$ cat config.mk
export PLATFORM = sky130hd
export DESIGN_NAME = gba_gpu_vram_arbiter_flat
export DESIGN_NICKNAME = d
export VERILOG_FILES = /design/src/rtl/gba_gpu_vram_arbiter_if.sv /design/src/rtl/gba_gpu_vram_arbiter.sv /design/src/flat_wrapper.sv
export SDC_FILE = /design/constraint.sdc
export NUM_CORES = 1
export LEC_CHECK = 0
export ABC_AREA = 0
export CAP_MARGIN = 10
export CORE_MARGIN = 5
export CORE_UTILIZATION = 40
export CTS_CLUSTER_DIAMETER = 60
export CTS_CLUSTER_SIZE = 28
export DETAILED_ROUTE_END_ITERATION = 8
export MAX_ROUTING_LAYER = met4
export PLACE_DENSITY_LB_ADDON = 0.2
export SYNTH_ARGS = -nofsm -noshare
export SYNTH_HDL_FRONTEND = slang
export SYNTH_SLANG_ARGS = --single-unit
$ cat constraint.sdc
create_clock -name fclk -period 4.4 [get_ports fclk]
set_clock_uncertainty 0.2 [all_clocks]
set_input_delay 0.44 -clock fclk [delete_from_list [all_inputs] [get_ports fclk]]
set_output_delay 0.44 -clock fclk [all_outputs]
set_load 0.005 [all_outputs]
$ cat src/rtl/gba_gpu_vram_arbiter_if.sv
// Bus bundle between the VRAM arbiter, its CPU/DMA and drawer requesters, and the VRAM macro.
// master = requester/VRAM side, slave = arbiter.
interface gba_gpu_vram_arbiter_if #(
  parameter int NUM_REQ = 3,
  parameter int ADDR_W  = 14
);
  logic                      vram_block_mode;
  logic                      cpu_req;
  logic                      cpu_we;
  logic [3:0]                cpu_be;
  logic [ADDR_W-1:0]         cpu_addr;
  logic [31:0]               cpu_wdata;
  logic                      cpu_gnt;
  logic                      cpu_rvalid;
  logic [31:0]               cpu_rdata;
  logic                      vram_blocked;
  logic [NUM_REQ-1:0]        drw_req;
  logic [NUM_REQ*ADDR_W-1:0] drw_addr;
  logic [NUM_REQ-1:0]        drw_gnt;
  logic [NUM_REQ-1:0]        drw_rvalid;
  logic [31:0]               drw_rdata;
  logic [ADDR_W-1:0]         ram_addr;
  logic                      ram_we;
  logic [3:0]                ram_be;
  logic [31:0]               ram_wdata;
  logic [31:0]               ram_rdata;

  modport master (
    output vram_block_mode, cpu_req, cpu_we, cpu_be, cpu_addr, cpu_wdata,
           drw_req, drw_addr, ram_rdata,
    input  cpu_gnt, cpu_rvalid, cpu_rdata, vram_blocked, drw_gnt, drw_rvalid,
           drw_rdata, ram_addr, ram_we, ram_be, ram_wdata
  );

  modport slave (
    input  vram_block_mode, cpu_req, cpu_we, cpu_be, cpu_addr, cpu_wdata,
           drw_req, drw_addr, ram_rdata,
    output cpu_gnt, cpu_rvalid, cpu_rdata, vram_blocked, drw_gnt, drw_rvalid,
           drw_rdata, ram_addr, ram_we, ram_be, ram_wdata
  );
endinterface

$ cat src/rtl/gba_gpu_vram_arbiter.sv
// Single-port VRAM arbiter: CPU/DMA port vs NUM_REQ drawer fetch engines, one access per
// cycle, with read-return tags carried alongside the VRAM read latency.
module gba_gpu_vram_arbiter #(
  parameter int NUM_REQ      = 3,
  parameter int ADDR_W       = 14,
  parameter int READ_LAT     = 2,
  parameter int CPU_MAX_WAIT = 8
) (
  input logic                   fclk,
  input logic                   reset,
  gba_gpu_vram_arbiter_if.slave bus
);
  localparam int IDX_W  = (NUM_REQ > 1) ? $clog2(NUM_REQ) : 1;
  localparam int WAIT_W = $clog2(CPU_MAX_WAIT + 1);

  typedef enum logic {CPU_PRIO, DRAW_PRIO} state_e;

  typedef struct packed {
    logic             valid;
    logic             is_cpu;
    logic [IDX_W-1:0] idx;
  } tag_t;

  state_e             state_q;
  logic [IDX_W-1:0]   rr_ptr_q, rr_ptr_d;
  logic [WAIT_W-1:0]  wait_cnt_q;
  logic [ADDR_W-1:0]  ram_addr_q;
  logic               ram_we_q;
  logic [3:0]         ram_be_q;
  logic [31:0]        ram_wdata_q;
  tag_t               tag_q [0:READ_LAT];
  tag_t               tag_d, tag_out;
  logic               cpu_pend_q;
  logic [NUM_REQ-1:0] drw_pend_q;

  logic               drw_any, cpu_win, cpu_gnt_w, drw_win, pick_found;
  logic [IDX_W-1:0]   pick_idx;
  logic [ADDR_W-1:0]  drw_sel_addr;
  logic [NUM_REQ-1:0] drw_gnt_w, drw_rvalid_w;

  // Round-robin search over drawer requests starting at rr_ptr.
  always_comb begin
    int cand;
    cand       = 0;
    pick_found = 1'b0;
    pick_idx   = '0;
    for (int k = 0; k < NUM_REQ; k++) begin
      cand = (int'(rr_ptr_q) + k) % NUM_REQ;
      if (!pick_found && bus.drw_req[cand]) begin
        pick_found = 1'b1;
        pick_idx   = IDX_W'(cand);
      end
    end
  end

  assign drw_any      = |bus.drw_req;
  assign cpu_win      = bus.cpu_req & ((state_q == CPU_PRIO) | ~drw_any |
                                       (wait_cnt_q == WAIT_W'(CPU_MAX_WAIT)));
  assign cpu_gnt_w    = cpu_win & ~reset;
  assign drw_win      = drw_any & ~cpu_win & ~reset;
  assign rr_ptr_d     = (pick_idx == IDX_W'(NUM_REQ - 1)) ? '0 : pick_idx + 1'b1;
  assign drw_sel_addr = bus.drw_addr[int'(pick_idx)*ADDR_W +: ADDR_W];
  assign tag_out      = tag_q[READ_LAT];

  always_comb begin
    tag_d.valid  = (cpu_gnt_w & ~bus.cpu_we) | drw_win;
    tag_d.is_cpu = cpu_gnt_w;
    tag_d.idx    = pick_idx;
  end

  genvar gi;
  generate
    for (gi = 0; gi < NUM_REQ; gi++) begin : g_onehot
      assign drw_gnt_w[gi]    = drw_win & (pick_idx == IDX_W'(gi));
      assign drw_rvalid_w[gi] = tag_out.valid & ~tag_out.is_cpu & ~reset &
                                (tag_out.idx == IDX_W'(gi));
    end
  endgenerate

  always_ff @(posedge fclk) begin
    if (reset) begin
      state_q     <= CPU_PRIO;
      rr_ptr_q    <= '0;
      wait_cnt_q  <= '0;
      ram_addr_q  <= '0;
      ram_we_q    <= 1'b0;
      ram_be_q    <= '0;
      ram_wdata_q <= '0;
      for (int k = 0; k <= READ_LAT; k++) tag_q[k] <= '0;
    end else begin
      case (state_q)
        CPU_PRIO:  if (bus.vram_block_mode)  state_q <= DRAW_PRIO;
        DRAW_PRIO: if (!bus.vram_block_mode) state_q <= CPU_PRIO;
        default:                             state_q <= CPU_PRIO;
      endcase
      ram_we_q <= 1'b0;
      if (cpu_gnt_w) begin
        ram_addr_q  <= bus.cpu_addr;
        ram_we_q    <= bus.cpu_we;
        ram_be_q    <= bus.cpu_be;
        ram_wdata_q <= bus.cpu_wdata;
      end else if (drw_win) begin
        ram_addr_q <= drw_sel_addr;
        ram_be_q   <= 4'hF;
        rr_ptr_q   <= rr_ptr_d;
      end
      if (!bus.cpu_req || cpu_gnt_w)
        wait_cnt_q <= '0;
      else if (wait_cnt_q != WAIT_W'(CPU_MAX_WAIT))
        wait_cnt_q <= wait_cnt_q + 1'b1;
      tag_q[0] <= tag_d;
      for (int k = 1; k <= READ_LAT; k++) tag_q[k] <= tag_q[k-1];
    end
  end

  // A requester that was left waiting last cycle must still be requesting now.
  always_ff @(posedge fclk) begin
    if (reset) begin
      cpu_pend_q <= 1'b0;
      drw_pend_q <= '0;
    end else begin
      cpu_pend_q <= bus.cpu_req & ~cpu_gnt_w;
      drw_pend_q <= bus.drw_req & ~drw_gnt_w;
      assert (!cpu_pend_q || bus.cpu_req);
      assert ((drw_pend_q & ~bus.drw_req) == '0);
    end
  end

  assign bus.cpu_gnt      = cpu_gnt_w;
  assign bus.drw_gnt      = drw_gnt_w;
  assign bus.vram_blocked = bus.cpu_req & ~cpu_gnt_w & ~reset;
  assign bus.cpu_rvalid   = tag_out.valid & tag_out.is_cpu & ~reset;
  assign bus.cpu_rdata    = bus.cpu_rvalid ? bus.ram_rdata : 32'h0;
  assign bus.drw_rvalid   = drw_rvalid_w;
  assign bus.drw_rdata    = (|drw_rvalid_w) ? bus.ram_rdata : 32'h0;
  assign bus.ram_addr     = reset ? '0 : ram_addr_q;
  assign bus.ram_we       = ram_we_q & ~reset;
  assign bus.ram_be       = reset ? 4'h0 : ram_be_q;
  assign bus.ram_wdata    = reset ? 32'h0 : ram_wdata_q;
endmodule
$ cat src/flat_wrapper.sv
// flat-port wrapper written by rule: the top's interface ports become plain ports
module gba_gpu_vram_arbiter_flat 
#(
  parameter int NUM_REQ      = 3,
  parameter int ADDR_W       = 14,
  parameter int READ_LAT     = 2,
  parameter int CPU_MAX_WAIT = 8
)
  (fclk, reset, bus_vram_block_mode, bus_cpu_req, bus_cpu_we, bus_cpu_be, bus_cpu_addr, bus_cpu_wdata, bus_drw_req, bus_drw_addr, bus_ram_rdata, bus_cpu_gnt, bus_cpu_rvalid, bus_cpu_rdata, bus_vram_blocked, bus_drw_gnt, bus_drw_rvalid, bus_drw_rdata, bus_ram_addr, bus_ram_we, bus_ram_be, bus_ram_wdata);
  gba_gpu_vram_arbiter_if #(.NUM_REQ(NUM_REQ), .ADDR_W(ADDR_W)) bus_i ();
  input logic fclk;
  input logic reset;
  input wire logic [$bits(bus_i.vram_block_mode)-1:0] bus_vram_block_mode;
  input wire logic [$bits(bus_i.cpu_req)-1:0] bus_cpu_req;
  input wire logic [$bits(bus_i.cpu_we)-1:0] bus_cpu_we;
  input wire logic [$bits(bus_i.cpu_be)-1:0] bus_cpu_be;
  input wire logic [$bits(bus_i.cpu_addr)-1:0] bus_cpu_addr;
  input wire logic [$bits(bus_i.cpu_wdata)-1:0] bus_cpu_wdata;
  input wire logic [$bits(bus_i.drw_req)-1:0] bus_drw_req;
  input wire logic [$bits(bus_i.drw_addr)-1:0] bus_drw_addr;
  input wire logic [$bits(bus_i.ram_rdata)-1:0] bus_ram_rdata;
  output wire logic [$bits(bus_i.cpu_gnt)-1:0] bus_cpu_gnt;
  output wire logic [$bits(bus_i.cpu_rvalid)-1:0] bus_cpu_rvalid;
  output wire logic [$bits(bus_i.cpu_rdata)-1:0] bus_cpu_rdata;
  output wire logic [$bits(bus_i.vram_blocked)-1:0] bus_vram_blocked;
  output wire logic [$bits(bus_i.drw_gnt)-1:0] bus_drw_gnt;
  output wire logic [$bits(bus_i.drw_rvalid)-1:0] bus_drw_rvalid;
  output wire logic [$bits(bus_i.drw_rdata)-1:0] bus_drw_rdata;
  output wire logic [$bits(bus_i.ram_addr)-1:0] bus_ram_addr;
  output wire logic [$bits(bus_i.ram_we)-1:0] bus_ram_we;
  output wire logic [$bits(bus_i.ram_be)-1:0] bus_ram_be;
  output wire logic [$bits(bus_i.ram_wdata)-1:0] bus_ram_wdata;
  assign bus_i.vram_block_mode = bus_vram_block_mode;
  assign bus_i.cpu_req = bus_cpu_req;
  assign bus_i.cpu_we = bus_cpu_we;
  assign bus_i.cpu_be = bus_cpu_be;
  assign bus_i.cpu_addr = bus_cpu_addr;
  assign bus_i.cpu_wdata = bus_cpu_wdata;
  assign bus_i.drw_req = bus_drw_req;
  assign bus_i.drw_addr = bus_drw_addr;
  assign bus_i.ram_rdata = bus_ram_rdata;
  assign bus_cpu_gnt = bus_i.cpu_gnt;
  assign bus_cpu_rvalid = bus_i.cpu_rvalid;
  assign bus_cpu_rdata = bus_i.cpu_rdata;
  assign bus_vram_blocked = bus_i.vram_blocked;
  assign bus_drw_gnt = bus_i.drw_gnt;
  assign bus_drw_rvalid = bus_i.drw_rvalid;
  assign bus_drw_rdata = bus_i.drw_rdata;
  assign bus_ram_addr = bus_i.ram_addr;
  assign bus_ram_we = bus_i.ram_we;
  assign bus_ram_be = bus_i.ram_be;
  assign bus_ram_wdata = bus_i.ram_wdata;
  gba_gpu_vram_arbiter #(.NUM_REQ(NUM_REQ), .ADDR_W(ADDR_W), .READ_LAT(READ_LAT), .CPU_MAX_WAIT(CPU_MAX_WAIT)) u_core (.fclk(fclk), .reset(reset), .bus(bus_i));
endmodule
# After elaboration in Yosys (flattened, before gate mapping)
# Memory sizes are Yosys's and may differ from the RTL's.
# Cells that the tools add are included.
[totals]
ff_bits = 58
ramBits = 12
in_bits = 132
output_inout_bits = 124
word_cells = 102
n_memories = 1
[op_classes]
addsub = 4
n_mul = 1
n_div = 3
order_cmp = 3
n_eq_ne = 6
shifts = 1
n_mux = 31
bitwise_logic = 31
n_reduce_logical = 14
[mem_list]
columns = ["memory", "depth", "width", "read_ports", "rd_ports_with_merged_regs", "write_ports", "line", "rtl"]
rows = [
  ["u_core.tag_q", 3, 4, 3, 0, 3, "gba_gpu_vram_arbiter.sv:31", "tag_t tag_q [0:READ_LAT];"],
]
[ops]
columns = ["op", "n"]
rows = [
  ["32-bit by 4-bit less-than comparator with 1-bit output (second input constant)", 3],
  ["32-bit 2-to-1 mux", 3],
  ["32-bit by 3-bit remainder unit with 32-bit output (second input constant)", 2],
  ["14-bit 2-to-1 mux", 3],
  ["42-bit by 32-bit indexed part select with 14-bit output", 1],
  ["3-bit by 3-bit remainder unit with 32-bit output (second input constant)", 1],
  ["4-bit 2-to-1 mux", 6],
  ["1-bit bitwise AND", 18],
  ["1-bit 2-to-1 mux", 12],
  ["2-bit 2-to-1 mux", 4],
  ["1-bit inverter", 7],
  ["1-bit binary-select mux with 2-bit select", 3],
  ["1-bit OR", 6],
  ["3-bit OR reduction", 2],
  ["2-bit by 3-bit multiplier with 5-bit output (second input constant)", 1],
  ["4-bit by 1-bit adder with 4-bit output (second input constant)", 1],
  ["2-bit by 1-bit == test with 1-bit output (second input constant)", 2],
  ["2-bit == test (second input constant)", 2],
  ["4-bit == test (second input constant)", 1],
  ["2-bit logical NOT", 2],
  ["4-bit inequality test (second input constant)", 1],
  ["2-bit OR reduction", 2],
  ["2-bit by 1-bit adder with 3-bit output (second input constant)", 1],
  ["2-bit by 2-bit adder with 3-bit output (second input constant)", 1],
  ["6 further kinds", 9],
]

# Longest topological paths before layout
# Gate-level depths: netlist of run 1.
[depth]
word_depth = 15
depth_mapped = 11
mapped_depth_nobuf = 8

# Worst setup path after synthesis of run 1
# OpenSTA, ideal clock, no wires.
[synth_timing]
path_kind = "flip-flop to output port"
startpoint = "register u_core.rr_ptr_q[0]"
endpoint = "output bus_drw_gnt[2]"
arrival_ns = 1.887
required_ns = 3.760
slack_ns = 1.873
stages_incl_launch_ff = 9
path_buffers = 2
path_cell_list = "dfxtp_1 -> inv_1 -> ha_1 -> buf_2 -> and3_1 -> a31oi_1 -> a31oi_4 -> buf_12 -> nor3_1"
[synth_via]
elab_chain_len = 13
word_cells_on_any_way = 25
cone_classes = "add/sub: 2; div: 3; eq/ne: 1; mux: 14; bitwise: 1; reduce/logical: 4"
[synth_rtl]
columns = ["item", "line", "rtl"]
rows = [
  ["from (decl)", "gba_gpu_vram_arbiter.sv:25", "logic [IDX_W-1:0] rr_ptr_q, rr_ptr_d;"],
  ["from (signal assigned)", "gba_gpu_vram_arbiter.sv:105", "rr_ptr_q <= rr_ptr_d;"],
  ["branches (longest 10 deep; another with 32-bit by 3-bit remainder unit with 32-bit output)", "--", ""],
  ["2-bit 2-to-1 mux (*)", "gba_gpu_vram_arbiter.sv:49", "if (!pick_found && bus.drw_req[cand]) begin"],
  ["2-bit == test (*)", "gba_gpu_vram_arbiter.sv:74", "assign drw_gnt_w[gi] = drw_win & (pick_idx == IDX_W'(gi));"],
  ["1-bit bitwise AND (*)", "gba_gpu_vram_arbiter.sv:74", ""],
  ["to (decl)", "flat_wrapper.sv:26", "output wire logic [$bits(bus_i.drw_gnt)-1:0] bus_drw_gnt;"],
]
# Mark *: on every way between the ends. The select of a mux whose other input is x is not followed.

# Final worst setup path of run 1
[layout_timing]
startpoint = "register u_core.rr_ptr_q[1]"
endpoint = "output bus_drw_gnt[1]"
[layout_via]
elab_chain_len = 13
word_cells_on_any_way = 25
cone_classes = "add/sub: 2; div: 3; eq/ne: 1; mux: 14; bitwise: 1; reduce/logical: 4"
[layout_rtl]
columns = ["item", "line"]
rows = [
  ["branches (longest 10 deep; another with 32-bit by 3-bit remainder unit with 32-bit output)", "--"],
  ["2-bit 2-to-1 mux (*)", "gba_gpu_vram_arbiter.sv:49"],
  ["2-bit by 1-bit == test with 1-bit output (*)", "gba_gpu_vram_arbiter.sv:74"],
  ["1-bit bitwise AND (*)", "gba_gpu_vram_arbiter.sv:74"],
]
# Marks and branches as above.

==> results of run 1 <==
## through the flow
| step | instances | setup WS (ns) | hold slack (ns) | utilization [%] |
|---|---|---|---|---|
| finish | 829 | 0.658 | 0.237 | 70.2 |
| global route | 829 | 0.448 | 0.258 | 70.2 |
| CTS | 828 | 0.667 | 0.242 | 70.2 |
| detailed placement | 812 | 0.890 | 0.225 | 67.5 |
| floorplan | 448 | 1.87 | 0.214 | - |
| global placement | 812 | 1.02 | 0.218 | 67.5 |
## cell families after synthesis
logic type,share of synthesized area (%)
compound gates,10.6
xor+xnor,0.445
fa+ha+maj,1.91
buf+inv,5.98
flops,35.6
mux,14.7
simple gates,30.8
## worst max-delay path: stages, from the launching register on
cell and delay [ns]:
dfxtp_1 0.33, inv_1 0.10, ha_1 0.33, inv_1 0.14
nor4b_1 0.36, o311ai_1 0.16, o21ai_1 0.56, nand2_1 0.16
nor2_1 0.13, clkdlybuf4s50_1 0.51
## path summary, 6_finish.rpt
path	start	endpoint	cells after the start
worst max-delay path	u_core.rr_ptr_q[1]	bus_drw_gnt[1]	9
worst min-delay path	u_core.tag_q[0][4]	u_core.tag_q[0][8]	1
worst max register to register	u_core.rr_ptr_q[0]	u_core.ram_addr_q[0]	8
worst min register to register	u_core.tag_q[0][4]	u_core.tag_q[0][8]	1
## report_power, final
part	switching (mW)	total, mW	internal [mW]
Combinational	0.216	0.518	0.302
Clock	0.241	0.648	0.408
Sequential	0.0180	0.705	0.687
## synth_stat cells, drive strengths merged
cell type / instances
or3: 1
a31oi: 2
and2b: 1
o22ai: 1
a21boi: 1
nor2: 51
o31ai: 2
o21ai: 17
nor3: 9
or4: 1
nand3: 3
o311ai: 1
and3: 1
clkbuf: 17
ha: 6
xnor2: 1
a32oi: 1
inv: 19
mux2: 35
nor2b: 62
and2: 69
nand2b: 3
and3b: 1
a22o: 1
nor3b: 2
a221oi: 14
or2: 1
o21a: 2
nand2: 8
o211ai: 1
nand3b: 2
dfxtp: 70
mux2i: 17
buf: 14
a31o: 1
a211oi: 1
nor4b: 1
xor2: 1
a21oi: 5
a211o: 2
## layer usage
| metal | part of all wire (%) | vias up | track usage (%) |
|---|---|---|---|
| li1 | - | 1972 | - |
| met1 | 35 | 1771 | 21.1 |
| met2 | 52 | 200 | 38.6 |
| met3 | 10 | 25 | 6.99 |
| met4 | 2.5 | 0 | 7.21 |
| met5 | 0 | - | - |
## state kept, by name, indices dropped and copies added, names as in the netlist
signal	flops
u_core.tag_q	12
u_core.ram_wdata_q	32
u_core.wait_cnt_q	4
u_core.ram_we_q	1
u_core.rr_ptr_q	2
u_core.ram_be_q	4
u_core.state_q	1
u_core.ram_addr_q	14
## area by class of cell
class | instances | area (um^2)
Antenna cell | 1 | 2.50
Sequential cell | 70 | 1400
Multi-Input combinational cell | 328 | 2300
Clock inverter | 5 | 105
Fill cell | 783 | 2890
Clock buffer | 11 | 151
Timing Repair Buffer | 262 | 2600
Inverter | 19 | 71.3
Tap cell | 133 | 166
==> impl_metrics.csv, run 1 <==
group,metric,value,unit
timing,hold_viol_final,0,
final_layout,layout_common_cells,"254 x clkdlybuf4s50_1, 70 x dfxtp_1, 68 x and2_1",
final_layout,post_route_cells_drive_above_1_share,10.2,%
worst_setup_path,setup.worst_path.end_class,"output pin",
placed_design,postPlaceCellArea,6540,um^2
synthesis,ys_seq_elements,70,
clock_network,cts_max_level,3,
die,pin_count,256,
synthesis,synthDistinctLibCells,53,
synthesis,synthesis.nets,586,
final_layout,nNetsFinal,828,
clock_network,clkLatencyLatePin,0.33,ns
global_routing,grt_max_degree,49,
synthesis,yosys_warnings,0,
global_routing,antenna_found_initial,1,
worst_setup_path,reg2reg_setup_slack,1.18,ns
clock_network,holdBufCountCts,0,
final_layout,final_common_cell,"clkdlybuf4s50_1",
synthesis,syn_avg_cell_area,8.79,um^2
die,die_area,11900,um^2
die,die_w,109,um
timing,finalSetupTns,0,ns
die,start_util,40.6,%
synthesis,syn_area,3940,um^2
global_routing,overflow,0,
synthesis,synth_area_leaders,"dfxtp_1 36%, and2_1 11%, nor2b_1 9.9%",
power,cellPowerDensity,275,nW/um^2
clock_network,cts_setup_buffers,0,
worst_setup_path,crit_fanout,11,
drt,vias,3968,
global_routing,grt_pass1_vias,3904,
clock_network,cts.repair.resized,0,
power,finalPower,1.87,mW
timing,min_period,3.74,ns
min_path,min_path_type,"flop to flop",
drt,finalWirelength,13000,um
drt,drc_errors,0,
drt,final_antenna_net_count,0,
die,die_y,109,um
clock_network,cts-root-buf,"clkbuf_8",
clock_network,cts-buffers-inserted,9,
die,rows,36,
power,ir_drop,0.268,mV
final_layout,syn_to_final_growth,72.7,%
die,fp.coreArea,9680,um^2
synthesis,synth_top_area_share,35.6,%
clock_network,cts_buffer_depth,2,
timing,maxSlewViolCount,0,
power,total_leakage_power,2.67,nW
worst_setup_path,critPathKind,"flop to output pin",
outcome,outcome,"complete, no violations",
worst_setup_path,crit_path_start_kind,"flop",
worst_setup_path,cp.arrival,3.10,ns
global_routing,track_usage,21.2,%
timing,fmax,267,MHz
placed_design,place.gp.congestion,0.869,
job,maxCapViolCount,0,
drt,drt_iter0_drc,164,
timing,final-setup-viol-count,0,
timing,worst_slew_pin_slew,1.07,ns
drt,wl_per_cell,15.7,um
clock_network,cts_tree,"yes",
drt,via_per_inst,4.79,
timing,slew_headroom,28.2,%
drt,drtPass1Iterations,4,
placed_design,io_buffers,255,
clock_network,clkSlewWorstSetupHoldPaths,0.07,ns
synthesis,yosysSeqAreaShare,35.6,%
timing,rsz0062_at_grt,"false",
clock_network,clock-sinks,70,
final_layout,design_area,6800,um^2
worst_setup_path,critPathRequiredTime,3.76,ns
placed_design,dp_hpwl,10300,um
synthesis,syn-instance-count,448,
global_routing,grt_pass1_wl,19100,um
timing,post-route-period-util,85.1,%
synthesis,yosys.area.top_type,"dfxtp_1",
Note: power is estimated with default switching activity, not from simulation.
==> run 2, diff against run 1 <==
CELL_PAD_IN_SITES_DETAIL_PLACEMENT = 2   (was unset)
CELL_PAD_IN_SITES_GLOBAL_PLACEMENT = 2   (was unset)
CORE_UTILIZATION = 21   (was 40)
==> run 2 against run 1 <==
Net effect: sequential share of layout area shrank 0.55 points; design area grew 2.7%; worst setup slack better by 0.26 ns; highest routed layer unchanged.
==> impl_metrics.csv, run 2 (synthesis gave the netlist of run 1 again) <==
group,metric,value,unit
clock_network,cts_setup_buffers,0,
worst_setup_path,crit_path_cell_trace,"inv_1, ha_1, and3_1, a31oi_1, a31oi_4, buf_4, nor3_1, clkdlybuf4s50_1",
min_path,holdPathEnd,"u_core.tag_q[0][10]",
global_routing,antenna_found_initial,1,
timing,fmax,287,MHz
worst_setup_path,critPathKind,"flop to output pin",
final_layout,largestRegisters,"u_core.ram_wdata_q x32, u_core.ram_addr_q x14, u_core.tag_q x12",
drt,wl_per_cell,17.7,um
clock_network,clkLatencyLatePin,0.33,ns
power,p_seq_share,35.5,%
worst_setup_path,cp.arrival,2.84,ns
final_layout,layout.cells.non_filler,932,
clock_network,cts_tree,"yes",
timing,final-setup-viol-count,0,
drt,drt_iter0_drc,74,
global_routing,grt_pass1_vias,4543,
clock_network,cts_max_level,3,
clock_network,cts-root-buf,"clkbuf_16",
power,total_leakage_power,2.71,nW
die,start_util,21.2,%
die,die_area,21600,um^2
timing,hold_viol_final,0,
power,p_switching,0.527,mW
clock_network,cts_buffer_depth,2,
drt,drtPass1Iterations,4,
timing,slew_headroom,51.7,%
die,die_y,147,um
die,pin_count,256,
final_layout,post_route_cells_drive_above_1_share,10.3,%
die,rows,50,
min_path,min_path_type,"flop to flop",
drt,vias,4052,
clock_network,clock-sinks,70,
final_layout,syn_to_final_growth,77.4,%
worst_setup_path,setup.worst_path.end_class,"output pin",
worst_setup_path,crit_slowest_cell,"clkdlybuf4s50_1",
job,maxCapViolCount,0,
timing,worst_slew_pin_slew,0.725,ns
final_layout,largest_reg_flops,32,
power,ir_drop,0.173,mV
drt,drc_errors,0,
worst_setup_path,crit_fanout,17,
placed_design,io_buffers,255,
global_routing,grt_pass1_wl,25700,um
outcome,outcome,"complete, no violations",
clock_network,holdBufCountCts,0,
timing,maxSlewViolCount,0,
global_routing,overflow,0,
final_layout,utilization,37.6,%
die,die_w,147,um
worst_setup_path,r2r-end,"u_core.ram_addr_q[1]",
placed_design,postPlaceCellArea,6680,um^2
placed_design,place.gp.congestion,0.764,
global_routing,grt_max_degree,61,
worst_setup_path,critPathRequiredTime,3.76,ns
worst_setup_path,reg2reg_setup_slack,1.49,ns
worst_setup_path,cpLargestDelayFamily,"buffers and inverters",
timing,rsz0062_at_grt,"false",
die,fp.coreArea,18600,um^2
worst_setup_path,critPathBufInv,3,
clock_network,cts-buffers-inserted,9,
global_routing,track_usage,15.4,%
timing,whs,0.233,ns
final_layout,design_area,6980,um^2
timing,layout_setup_ws,0.920,ns
clock_network,clkSlewWorstSetupHoldPaths,0.06,ns
drt,finalWirelength,16500,um
power,switching_share,26.5,%
final_layout,final_common_cell,"clkdlybuf4s50_1",
drt,via_per_inst,4.35,
worst_setup_path,worstReg2RegStart,"u_core.rr_ptr_q[0]",
min_path,hold_path_depth,1,
power,clockPowerShare,37.5,%
worst_setup_path,r2r_cells,9,
timing,post-route-period-util,79.1,%
power,p_comb_share,26.9,%
power,finalPower,1.99,mW
final_layout,layout_common_cells,"254 x clkdlybuf4s50_1, 70 x dfxtp_1, 68 x and2_1",
power,p_int,1.46,mW
min_path,worstHoldStart,"u_core.tag_q[0][6]",
drt,final_antenna_net_count,0,
worst_setup_path,critPathMaxStageDelay,0.53,ns
power,cellPowerDensity,285,nW/um^2
placed_design,dpl.cell_count,915,
clock_network,cts.repair.resized,0,
final_layout,nNetsFinal,830,
timing,min_period,3.48,ns
timing,finalSetupTns,0,ns
final_layout,regMostFlops,"u_core.ram_wdata_q",
placed_design,dp_hpwl,13300,um
worst_setup_path,crit_path_start_kind,"flop",
placed_design,place_ws,1.04,ns
run 2: cell count changes in the layout (fill, tap and decap cells not counted):
cell,change
clkinvlp_4,-2
clkinv_2,+3
clkbuf_16,+9
clkbuf_1,+1
bufinv_16,-2
buf_4,+2
clkbuf_8,-9
run 2: final cells by class:
| class | instances | area (um^2) |
|---|---|---|
| fillers | 2001 | 11600 |
| inverters | 19 | 71.3 |
| repair buffers | 264 | 2620 |
| clock inverters | 4 | 45.0 |
| diodes | 1 | 2.50 |
| flip-flops and latches | 70 | 1400 |
| multi-input cells | 328 | 2300 |
| clock buffers | 12 | 256 |
| well taps | 234 | 293 |
run 2: worst max path at each step:
stage | from | end | slack (ns) | cells after the start
after floorplan | u_core.rr_ptr_q[0] | bus_drw_gnt[2] | 1.87 | 8
after global placement | bus_drw_req[0] | bus_drw_gnt[2] | 1.09 | 7
after detailed placement | bus_drw_req[0] | bus_drw_gnt[2] | 1.04 | 7
after CTS | u_core.rr_ptr_q[1] | bus_drw_gnt[2] | 0.88 | 9
after global routing | u_core.rr_ptr_q[1] | bus_drw_gnt[2] | 0.70 | 9
final | u_core.rr_ptr_q[0] | bus_drw_gnt[2] | 0.92 | 8
run 2: metal layers:
metal | track usage (%) | wire length, um | up-vias
li1 | - | - | 1972
met2 | 27.3 | 8380 | 155
met3 | 6.51 | 1560 | 15
met4 | 4.05 | 278 | 0
met1 | 15.8 | 6280 | 1910
met5 | - | 0 | -
run 2: worst reg2reg max path, delay by kind of cell (launching register included):
family / cells / cell delay [ns]
compound gates: 4 / 0.64
fa+ha+maj: 1 / 0.44
simple gates: 2 / 0.83
buf+inv: 2 / 0.29
flops: 1 / 0.37
run 2: power groups by stage:
stage	Sequential, mW	Combinational (mW)	Clock, mW
4_1_cts	0.708	0.549	0.775
3_3_place_gp	0.717	0.530	0
2_1_floorplan	0.714	0.296	0
5_1_grt	0.713	0.585	0.804
6_report	0.707	0.536	0.746
3_5_place_dp	0.721	0.546	0
==> run 3, diff against run 2 <==
CORE_UTILIZATION = 17   (was 21)
clock period = 3 ns   (was 4.4 ns; I/O delays follow)
==> run 3 against run 2 <==
Net effect: total power up 50%; non-clock buffer count up 12; clock power up 47%.
==> impl_metrics.csv, run 3 (synthesis gave the netlist of run 1 again) <==
group,metric,value,unit
worst_setup_path,critPathMaxStageDelay,0.60,ns
timing,fmax,348,MHz
global_routing,grt_max_degree,50,
clock_network,cts-buffers-inserted,9,
worst_setup_path,crit_path_cell_trace,"clkdlybuf4s50_1, or3_1, a31o_1, nor2_4, clkdlybuf4s50_1",
timing,hold_viol_final,0,
placed_design,dp_hpwl,13800,um
final_layout,layout_common_cells,"250 x clkdlybuf4s50_1, 68 x dfxtp_1, 67 x and2_1",
die,die_w,162,um
worst_setup_path,critPathKind,"primary input to output pin",
die,pin_count,256,
global_routing,grt_pass1_wl,26200,um
clock_network,cts-root-buf,"clkbuf_16",
timing,rsz0062_at_grt,"false",
worst_setup_path,crit_path_start_kind,"primary input",
die,fp.coreArea,22700,um^2
clock_network,clkSlewWorstSetupHoldPaths,0.06,ns
timing,final-setup-viol-count,0,
worst_setup_path,cp.arrival,2.37,ns
final_layout,post_route_cells_drive_above_1_share,13.5,%
worst_setup_path,crit_slowest_cell,"clkdlybuf4s50_1",
drt,drc_errors,0,
power,finalPower,2.99,mW
power,ir_drop,0.266,mV
final_layout,largestRegisters,"u_core.ram_wdata_q x32, u_core.ram_addr_q x14, u_core.tag_q x12",
timing,slew_headroom,64.1,%
global_routing,overflow,0,
worst_setup_path,critPathRequiredTime,2.50,ns
timing,layout_setup_ws,0.128,ns
power,cellPowerDensity,412,nW/um^2
worst_setup_path,critPathBufInv,2,
global_routing,grt_pass1_vias,4703,
die,rows,55,
clock_network,clkLatencyLatePin,0.33,ns
placed_design,postPlaceCellArea,6870,um^2
min_path,min_path_type,"primary input to flop",
placed_design,place.gp.congestion,0.824,
drt,wl_per_cell,17.1,um
final_layout,design_area,7250,um^2
drt,final_antenna_net_count,0,
final_layout,largest_reg_flops,32,
timing,worst_slew_pin_slew,0.539,ns
worst_setup_path,crit_fanout,8,
outcome,outcome,"complete, no violations",
clock_network,clock-sinks,70,
global_routing,antenna_found_initial,2,
job,maxCapViolCount,0,
placed_design,io_buffers,255,
die,die_area,26300,um^2
clock_network,cts_buffer_depth,2,
timing,post-route-period-util,95.7,%
final_layout,nNetsFinal,842,
final_layout,final_common_cell,"clkdlybuf4s50_1",
worst_setup_path,setup.worst_path.end_class,"output pin",
power,total_leakage_power,2.82,nW
final_layout,fill_cells,2526,
drt,finalWirelength,17100,um
final_layout,syn_to_final_growth,84.2,%
worst_setup_path,cpLargestDelayFamily,"buffers and inverters",
drt,drt_iter0_drc,125,
clock_network,holdBufCountCts,0,
clock_network,cts_max_level,3,
die,die_y,162,um
die,start_util,17.3,%
final_layout,regMostFlops,"u_core.ram_wdata_q",
drt,via_per_inst,4.11,
global_routing,track_usage,13.0,%
drt,drtPass1Iterations,4,
timing,min_period,2.87,ns
final_layout,layout.area.seq,1410,um^2
drt,vias,4095,
final_layout,multi_input_area,2360,um^2
placed_design,place_ws,-0.0286,ns
clock_network,cts_tree,"yes",
timing,maxSlewViolCount,0,
worst_setup_path,cp_common_cell,"clkdlybuf4s50_1",
-- run 3: worst paths after layout --
| path | slack (ns) | from | endpoint | cells after the start |
|---|---|---|---|---|
| max | 0.13 | bus_drw_req[2] | bus_cpu_gnt | 5 |
| min | 0.04 | reset | u_core.rr_ptr_q[0] | 2 |
| max reg2reg | 0.23 | u_core.rr_ptr_q[0] | u_core.ram_addr_q[3] | 11 |
| min reg2reg | 0.24 | u_core.tag_q[0][7] | u_core.tag_q[0][11] | 1 |
-- run 3: metrics by stage --
stage / setup TNS, ns / util, % / cells / hold WS, ns
after floorplan: 0 / - / 448 / 0.203
after global placement: 0 / 30.3 / 977 / 0.221
after detailed placement: -0.102 / 30.3 / 977 / 0.228
after CTS: -0.147 / 31.8 / 994 / 0.0196
after global routing: 0 / 31.9 / 996 / 0.0337
final: 0 / 31.9 / 996 / 0.0380
-- run 3: metal layers --
| layer | vias up | track usage (%) | share of wire [%] | wire [um] |
|---|---|---|---|---|
| met5 | - | - | 0 | 0 |
| met4 | 0 | 3.08 | 1.0 | 171 |
| met3 | 11 | 5.43 | 9.1 | 1550 |
| met2 | 168 | 22.6 | 50 | 8550 |
| met1 | 1919 | 13.9 | 40 | 6790 |
| li1 | 1997 | - | - | - |
-- run 3: area by class of cell --
cell class / instances / area share, %
timing repair buffer: 276 / 37.9
clock buffer: 13 / 3.59
multi-input combinational: 328 / 32.6
sequential: 70 / 19.4
clock inverter: 3 / 0.587
tap: 285 / 4.92
inverter: 19 / 0.983
antenna: 2 / 0.0690
-- run 3: repair_timing --
| action | CTS | global route |
|---|---|---|
| endpoints found under the setup margin | 9 | 16 |
| pin swaps | 2 | 2 |
| gates resized for setup | 14 | 6 |
| buffers inserted | 1 | 0 |
-- run 3: worst register-to-register path: stages (launching register included) --
cell and delay (ns):
dfxtp_4 0.37, inv_1 0.07, ha_2 0.32, buf_4 0.16
nand2b_1 0.07, a22o_1 0.19, o311ai_2 0.25, o21ai_2 0.11
buf_4 0.14, buf_4 0.15, and2_2 0.32, a221oi_1 0.32
-- run 3: power by group --
part	leakage [nW]	internal, mW	total, mW	switching [mW]
Combinational	2.09	0.488	0.851	0.363
Sequential	0.580	1.01	1.04	0.0291
Clock	0.146	0.689	1.10	0.408
